## config.mk

```make
export PLATFORM = sky130hd
export DESIGN_NAME = tty_writer
export DESIGN_NICKNAME = d
export VERILOG_FILES = /design/src/rtl/tty_writer.sv
export SDC_FILE = /design/constraint.sdc
export NUM_CORES = 1
export LEC_CHECK = 0
export ABC_AREA = 1
export BUFFER_PORTS_ARGS = -buffer_cell sky130_fd_sc_hd__buf_4
export CAP_MARGIN = 20
export CORE_UTILIZATION = 40
export CTS_CLUSTER_DIAMETER = 200
export DETAILED_ROUTE_END_ITERATION = 8
export PLACE_DENSITY_LB_ADDON = 0.3
export RECOVER_POWER = 25
export REMOVE_ABC_BUFFERS = 1
export SLEW_MARGIN = 20
export SYNTH_ARGS = -nofsm -noshare
export SYNTH_HDL_FRONTEND = slang
export SYNTH_SLANG_ARGS = --single-unit
```

## constraint.sdc

```tcl
create_clock -name clk_data -period 5.2 [get_ports clk_data]
set_clock_uncertainty 0.05 [all_clocks]
set_input_delay 0.52 -clock clk_data [delete_from_list [all_inputs] [get_ports clk_data]]
set_output_delay 0.52 -clock clk_data [all_outputs]
set_load 0.05 [all_outputs]
```

## src/rtl/tty_writer.sv

```systemverilog
// Glass-TTY character engine: turns a byte stream into port-B writes of the text
// frame store, owning the cursor, wrap, scroll-by-copy and screen clear.
module tty_writer #(
  parameter int COLS           = 128,
  parameter int ROWS           = 32,
  parameter bit CLEAR_ON_RESET = 1'b1
) (
  input  logic        clk_data,
  input  logic        irst,
  input  logic [7:0]  rx_data,
  input  logic        rx_valid,
  output logic        rx_ready,
  output logic [63:0] ram_dinb,
  output logic [10:0] ram_addrb,
  output logic [7:0]  ram_web,
  output logic        ram_enb,
  input  logic [63:0] ram_doutb,
  output logic [6:0]  cursor_col,
  output logic [5:0]  cursor_row,
  output logic        busy
);

  typedef enum logic [2:0] {IDLE, WR, CLR, SRD, SWAIT, SWR, SCLR} state_t;

  localparam logic [10:0] ROW_WORDS   = 11'(COLS / 8);
  localparam logic [10:0] LAST_W      = 11'(ROWS * (COLS / 8) - 1);
  localparam logic [10:0] LAST_ROW_W0 = 11'((ROWS - 1) * (COLS / 8));
  localparam logic [5:0]  ROW_LAST    = 6'(ROWS - 1);
  localparam logic [63:0] SPACES      = {8{8'h20}};
  // A single-row screen has nothing to copy, so scrolling is just the row clear.
  localparam state_t      SCR_FIRST   = (ROWS > 1) ? SRD : SCLR;
  localparam logic [10:0] SCR_CNT0    = (ROWS > 1) ? ROW_WORDS : 11'd0;

  state_t      state_q, state_d;
  logic [10:0] cnt_q, cnt_d;
  logic [6:0]  col_q, col_d;
  logic [5:0]  row_q, row_d;
  logic        pend_clr_q, pend_clr_d;
  logic        scroll_pend_q, scroll_pend_d;
  logic        rx_ready_q, rx_ready_d;
  logic        busy_q, busy_d;
  logic        enb_q, enb_d;
  logic [7:0]  web_q, web_d;
  logic [10:0] addr_q, addr_d;
  logic [63:0] dinb_q, dinb_d;
  logic        accept;
  logic        nl;
  logic [7:0]  tab_col;

  assign accept = rx_valid & rx_ready_q;

  always_ff @(posedge clk_data) begin
    if (irst) begin
      state_q       <= IDLE;
      cnt_q         <= '0;
      col_q         <= '0;
      row_q         <= '0;
      pend_clr_q    <= CLEAR_ON_RESET;
      scroll_pend_q <= 1'b0;
      rx_ready_q    <= 1'b0;
      busy_q        <= 1'b0;
      enb_q         <= 1'b0;
      web_q         <= '0;
      addr_q        <= '0;
      dinb_q        <= '0;
    end else begin
      state_q       <= state_d;
      cnt_q         <= cnt_d;
      col_q         <= col_d;
      row_q         <= row_d;
      pend_clr_q    <= pend_clr_d;
      scroll_pend_q <= scroll_pend_d;
      rx_ready_q    <= rx_ready_d;
      busy_q        <= busy_d;
      enb_q         <= enb_d;
      web_q         <= web_d;
      addr_q        <= addr_d;
      dinb_q        <= dinb_d;
    end
  end

  always_comb begin
    state_d       = state_q;
    cnt_d         = cnt_q;
    col_d         = col_q;
    row_d         = row_q;
    pend_clr_d    = pend_clr_q;
    scroll_pend_d = scroll_pend_q;
    nl            = 1'b0;
    tab_col       = {1'b0, col_q | 7'd7} + 8'd1;
    case (state_q)
      IDLE: begin
        if (pend_clr_q) begin
          state_d    = CLR;
          cnt_d      = '0;
          pend_clr_d = 1'b0;
        end else if (accept) begin
          if (rx_data >= 8'h20 && rx_data <= 8'h7E) begin
            state_d = WR;
            col_d   = col_q + 7'd1;
            // Wrap newline: the row moves now, a scroll waits until the write is done.
            if (col_q == 7'd127) begin
              if (row_q < ROW_LAST) row_d = row_q + 6'd1;
              else                  scroll_pend_d = 1'b1;
            end
          end else begin
            case (rx_data)
              8'h0D: col_d = '0;
              8'h0A: begin col_d = '0; nl = 1'b1; end
              8'h08: if (col_q != 7'd0) col_d = col_q - 7'd1;
              8'h09: begin
                if (tab_col[7]) begin col_d = '0; nl = 1'b1; end
                else            col_d = tab_col[6:0];
              end
              8'h0C: begin state_d = CLR; cnt_d = '0; end
              default: ;
            endcase
            if (nl) begin
              if (row_q < ROW_LAST) row_d = row_q + 6'd1;
              else begin state_d = SCR_FIRST; cnt_d = SCR_CNT0; end
            end
          end
        end
      end
      WR: begin
        if (scroll_pend_q) begin
          state_d       = SCR_FIRST;
          cnt_d         = SCR_CNT0;
          scroll_pend_d = 1'b0;
        end else begin
          state_d = IDLE;
        end
      end
      CLR: begin
        if (cnt_q == LAST_W) begin
          state_d = IDLE;
          col_d   = '0;
          row_d   = '0;
        end else begin
          cnt_d = cnt_q + 11'd1;
        end
      end
      SRD:   state_d = SWAIT;
      SWAIT: state_d = SWR;
      SWR: begin
        if (cnt_q == LAST_W) begin
          state_d = SCLR;
          cnt_d   = LAST_ROW_W0;
        end else begin
          state_d = SRD;
          cnt_d   = cnt_q + 11'd1;
        end
      end
      SCLR: begin
        if (cnt_q == LAST_W) state_d = IDLE;
        else                 cnt_d   = cnt_q + 11'd1;
      end
      default: state_d = IDLE;
    endcase
  end

  // Outputs are registered from the state being entered, so each RAM access is
  // presented for exactly the cycle its state occupies.
  always_comb begin
    rx_ready_d = (state_d == IDLE) && !accept;
    busy_d     = (state_d != IDLE);
    enb_d      = 1'b0;
    web_d      = '0;
    addr_d     = '0;
    dinb_d     = '0;
    case (state_d)
      WR: begin
        enb_d  = 1'b1;
        web_d  = 8'd1 << col_q[2:0];
        addr_d = {1'b0, row_q, col_q[6:3]};
        dinb_d = {8{rx_data}};
      end
      CLR, SCLR: begin
        enb_d  = 1'b1;
        web_d  = 8'hFF;
        addr_d = cnt_d;
        dinb_d = SPACES;
      end
      SRD: begin
        enb_d  = 1'b1;
        addr_d = cnt_d;
      end
      SWR: begin
        enb_d  = 1'b1;
        web_d  = 8'hFF;
        addr_d = cnt_d - ROW_WORDS;
        dinb_d = ram_doutb;
      end
      default: ;
    endcase
  end

  assign rx_ready   = rx_ready_q;
  assign busy       = busy_q;
  assign ram_enb    = enb_q;
  assign ram_web    = web_q;
  assign ram_addrb  = addr_q;
  assign ram_dinb   = dinb_q;
  assign cursor_col = col_q;
  assign cursor_row = row_q;

endmodule

```

After elaboration in Yosys (flattened, before gate mapping)

Cells that the tools add are included.

Shift-type cells: 1
Add/subtract/negate cells: 6
Eq/ne operators: 28
Reduce and logical (&&, ||, !) cells: 18
Bitwise gates (word level): 1
Multiplexer cells: 52
Order comparisons: 3

Operators with widths:

| kind                  | number |
|---|---|
| $pmux 64 s3           | 1 |
| $mux 11               | 9 |
| $pmux 11 s4           | 1 |
| $mux 6                | 7 |
| $mux 7                | 6 |
| $eq 8x4->1 const B    | 5 |
| $pmux 11 s3           | 1 |
| $mux 3                | 8 |
| $pmux 7 s3            | 1 |
| $pmux 3 s6            | 1 |
| $reduce_and 6->1      | 3 |
| $pmux 8 s2            | 1 |
| $eq 3x3->1 const B    | 5 |
| $pmux 7 s2            | 1 |
| $eq 3x2->1 const B    | 4 |
| $ne 2x2->1 const B    | 6 |
| $pmux 6 s2            | 1 |
| $add 11x1->11 const B | 1 |
| $eq 11x9->1 const B   | 1 |
| $mux 1                | 11 |
| $sub 11x5->11 const B | 1 |
| $add 7x1->8 const B   | 1 |
| $ge 8x6->1 const B    | 1 |
| $le 8x7->1 const B    | 1 |
| 22 further kinds      | 31 |

Output and inout bits: 99
Logic and storage cells: 121
Bits in registers: 115
Bits of input ports: 75

Depth between registers and ports, before layout

Word-level depth: 15
Mapped depth: 20
Mapped depth without buffers: 20

Least setup slack after synthesis

OpenSTA, ideal clock, no wires.

Path kind: register to register
Start point: register col_q[3] (netlist: cursor_col[3])
End point: register dinb_q[0] (netlist: ram_dinb[0])
Clock period less this slack: 3096 ps
Required time: 5022 ps
Arrival time: 2918 ps
Slack: 2104 ps
Cell stages (with the launch flop): 16
Cell sequence: dfxtp_1 ha_1 nand2_1 nor2_1 nand3_1 nand2_1 nand3_1 nand3_2 nand3_1 a21oi_2 inv_1 ha_1 nand2_1 clkbuf_1 clkbuf_1 nor2_1

Longest elaborated chain between the ends: 15
Elaborated cells between the ends (all ways): 18
Those cells by class: 1 x add/sub; 4 x eq/ne; 12 x mux; 1 x reduce/logical

Ends and longest elaborated chain:

| element                                  | line | source |
|---|---|---|
| start: declaration                       | 36   | `logic [6:0] col_q, col_d;` |
| start signal: assignment                 | 69   | `col_q <= col_d;` |
| $add 7x1->8 *                            | 90   | `tab_col = {1'b0, col_q \| 7'd7} + 8'd1;` |
| $mux 1 *                                 | 112  | `if (tab_col[7]) begin col_d = '0; nl = 1'b1; end` |
| $pmux 1 s2 *                             | 107  | `case (rx_data)` |
| $mux 1 *                                 | 98   | `if (rx_data >= 8'h20 && rx_data <= 8'h7E) begin` |
| $mux 1 *                                 | 97   | `end else if (accept) begin` |
| $mux 1 *                                 | 93   | `if (pend_clr_q) begin` |
| $mux 1 *                                 | 91   | `case (state_q)` |
| $mux 3 *                                 | 118  | `if (nl) begin` |
| $mux 3 *                                 | 98   |  |
| $mux 3 *                                 | 97   |  |
| $mux 3 *                                 | 93   |  |
| $pmux 3 s6 *                             | 91   |  |
| net state_d[1]                           | 34   | `state_t state_q, state_d;` |
| $eq 3x2->1 or $eq 3x3->1 (tied branches) | 171  | `case (state_d)` |
| $reduce_or 2->1                          | -    |  |
| $pmux 64 s3 *                            | 171  |  |
| end signal: assignment                   | 78   | `dinb_q <= dinb_d;` |
| end: declaration                         | 45   | `logic [63:0] dinb_q, dinb_d;` |

The timed path passes the listed nets; every way through them passes the cells marked *. The select of a mux whose other input is x is not followed.
A chain may end at the register's enable or synchronous reset.

Worst setup path after layout

Start point: register row_q[0] (netlist: cursor_row[0])
End point: register dinb_q[16] (netlist: ram_dinb[16])

Longest elaborated chain between the ends: 10
Elaborated cells between the ends (all ways): 13
Those cells by class: 1 x order compare; 4 x eq/ne; 7 x mux; 1 x reduce/logical

Ends and longest elaborated chain:

| element                                  | line | source |
|---|---|---|
| start: declaration                       | 37   | `logic [5:0] row_q, row_d;` |
| start signal: assignment                 | 70   | `row_q <= row_d;` |
| $lt 6x5->1 *                             | 119  | `if (row_q < ROW_LAST) row_d = row_q + 6'd1;` |
| $mux 3 *                                 | 119  |  |
| $mux 3 *                                 | 118  |  |
| $mux 3 *                                 | 98   |  |
| $mux 3 *                                 | 97   |  |
| $mux 3 *                                 | 93   |  |
| $pmux 3 s6 *                             | 91   |  |
| net state_d[1]                           | 34   |  |
| $eq 3x2->1 or $eq 3x3->1 (tied branches) | 171  |  |
| $reduce_or 2->1                          | -    |  |
| $pmux 64 s3 *                            | 171  |  |

The timed path passes the listed nets; every way through them passes the cells marked *.

==> results.yml <==
critical_path:
  crit_arrival_ns: 3.78
  crit_path_end_kind: "register"
  critPathMaxStageDelay_ns: 0.59
  crit_type: "register to register"
  critPathLaunchType: "register"
  crit_required_ns: 5.43
  path_buf_inv: 2
  critPathTopFamily: "simple AND/OR/NAND/NOR gates"
  cp_slowest_cell: "nand2_2"
  path_cells: "ha_1, nand2_1, o21ai_0, nand3_1, nand3_2, nand3_1, a21oi_2, inv_1, ha_1, nand2_2, buf_4, nor2_1"
  worstPathMaxFanout: 42
clock_network:
  postCtsSetupBuffers: 0
  htreeDepth: 4
  cts_buffers: 17
  clock_latency_ns: 0.41
  cts_tree: "built"
  cts_root_buffer: "clkbuf_16"
  ctsHoldBuffers: 0
  ctsLongestPathBuffers: 2
  cts-resized-gates: 0
  clk_pin_slew_worst_paths_ns: 0.06
  clock_sinks: 115
synthesis:
  ys.flop_type: "dfxtp_1"
  ys_seq_elements: 115
  ys_warn_count: 0
  synth_edf_count: 0
  seq_area_frac_synth: 0.447
  synthArstFlopShare: 0
  syn-cell-area_um2: 5150
  synth_cells: 704
  avgSynthCellArea_um2: 7.32
  yosysUniqueCellTypes: 40
timing:
  clock.fmax_mhz: 282
  finalSetupTns_ns: 0
  setup_viol: 0
  hold_viol_final: 0
  post-route-period-util: 0.682
  min_period_ns: 3.55
  rsz0062_at_grt: "false"
  tightest_slew_ns: 0.793
  drv_slew: 0
  slew_headroom: 0.470
route:
  drc_errors: 0
  vias: 5247
  vias_per_cell: 4.95
  wl_mm: 14.9
  drt-initial-drc-count: 513
  ant_nets: 0
  wl_per_cell_um: 14.1
  dr.pass1.iters: 6
power:
  peakVddDrop_mv: 0.241
  leakage_nw: 3.02
  total_power_mw: 2.71
  power_density_nw_per_um2: 387
place:
  routabilityCongestion: 0.888
  hpwl_mm: 10.9
  placement.io_buffers: 173
global_route:
  grt_remaining_overflow: 0
  grt_pass1_vias: 4677
  antenna_found_initial: 0
  grt_pass1_wl_mm: 22.9
  grt.total_usage: 0.222
  grt_max_degree: 70
die:
  core_area_um2: 12600
  start_util: 0.410
  io_pins: 174
  die_w_um: 116
  rows: 41
  die_area_um2: 13300
  die_h_um: 116
final_layout:
  fillers: 1224
  nets: 968
  multiInputGateArea_um2: 2470
  seqCellArea_um2: 2300
  diodes: 0
  drive_above_1_share: 0.206
  area_growth_syn_to_layout_pct: 35.9
run_status:
  status: "complete, no violations"
hold_path:
  hp-class: "input port to register"
job:
  cap_violations: 0
## cells in the final DEF, fill, tap and decap left out, types with 4 or more instances in the layout
cell / synthesis / final
a21oi_1: 100 / 100
o21ai_0: 30 / 30
a22oi_1: 5 / 5
nand2_2: 3 / 4
clkinv_4: 0 / 6
clkbuf_1: 14 / 52
clkbuf_16: 0 / 17
nor2_1: 137 / 137
a31oi_1: 12 / 12
nor3_1: 5 / 5
inv_1: 70 / 70
dfxtp_1: 115 / 115
buf_4: 0 / 123
clkinvlp_4: 0 / 4
nand4_1: 4 / 4
a211oi_1: 5 / 5
nand2_1: 104 / 103
nor2_2: 11 / 11
ha_1: 17 / 17
nand3_1: 29 / 29
## state kept, by name (all words and copies together), names as in the netlist
| signal | flops |
|---|---|
| rx_ready | 1 |
| ram_enb | 1 |
| state_q | 3 |
| busy | 1 |
| pend_clr_q | 1 |
| ram_addrb | 11 |
| cursor_col | 7 |
| ram_dinb | 64 |
| cnt_q | 11 |
| cursor_row | 6 |
| ram_web | 8 |
| scroll_pend_q | 1 |
## layer usage
metal | up-vias | wire [um] | GRT usage
li1 | 2651 | - | -
met2 | 201 | 6960 | 0.362
met3 | 23 | 1240 | 0.0675
met4 | 0 | 240 | 0.0892
met1 | 2372 | 6480 | 0.274
met5 | - | 0 | 0
## stage by stage
stage               utilization  hold slack [ns]  cell area (um^2)  instances  setup WS, ns
CTS                       0.573            0.277              7200       1061          1.67
global route              0.557            0.282              7010       1061          1.34
detailed placement        0.524            0.421              6580       1029          1.56
finish                    0.557            0.285              7010       1061          1.65
global placement          0.524            0.406              6580       1029          1.71
floorplan                     -            0.386              5050        682          1.51
## synth_stat cells (2+ instances only)
library cell,instances,share of area
o21ai_1,2,0.0019
xnor2_1,3,0.0051
xor2_1,3,0.0051
nand4_1,4,0.0049
inv_1,70,0.051
buf_2,6,0.0058
inv_2,3,0.0022
a31oi_1,12,0.015
buf_6,2,0.0044
a22oi_1,5,0.0073
nand2_1,104,0.076
dfxtp_1,115,0.45
a21oi_2,3,0.0051
o211ai_1,3,0.0044
nor2_2,11,0.013
nor2_4,2,0.0044
o21ai_0,30,0.029
nor2_1,137,0.10
a21oi_1,100,0.097
ha_1,17,0.041
nand2_2,3,0.0036
nor3_1,5,0.0049
clkbuf_1,14,0.010
o31ai_1,2,0.0029
nand3_1,29,0.028
a211oi_1,5,0.0073
## layout make-up
cell class / instances / share of cell area
clock buffer: 18 / 0.0627
clock inverter: 14 / 0.0259
inverter: 73 / 0.0391
multi-input combinational: 494 / 0.353
sequential: 115 / 0.329
tap: 172 / 0.0307
timing repair buffer: 175 / 0.160
## worst reg2reg max path: cells and delay by family (launching register included)
family,cells,cell delay (ns)
flops,1,0.42
simple gates,6,1.24
compound gates,2,0.67
fa+ha+maj,2,0.51
buf+inv,2,0.54
## power by group
group / switching, mW / internal, mW
Sequential: 0.0317 / 0.929
Clock: 0.428 / 0.771
Combinational: 0.396 / 0.158
Total: 0.855 / 1.86
## worst paths after layout
path | slack, ns | startpoint | to | depth (start not counted)
setup / recovery | 1.65 | cursor_row[0] | ram_dinb[16] | 12
hold / removal | 0.28 | ram_doutb[28] | ram_dinb[28] | 3
setup reg to reg | 1.65 | cursor_row[0] | ram_dinb[16] | 12
hold reg to reg | 0.43 | pend_clr_q | pend_clr_q | 2
## logic make-up after synthesis
logic type               share of synthesized area
AO/OA/AOI/OAI                                0.184
AND/OR/NAND/NOR                              0.244
buffers and inverters                       0.0736
flip-flops                                   0.447
adder cells (fa/ha/maj)                     0.0413
XOR/XNOR                                    0.0102
(Power assumes the default switching activity.)
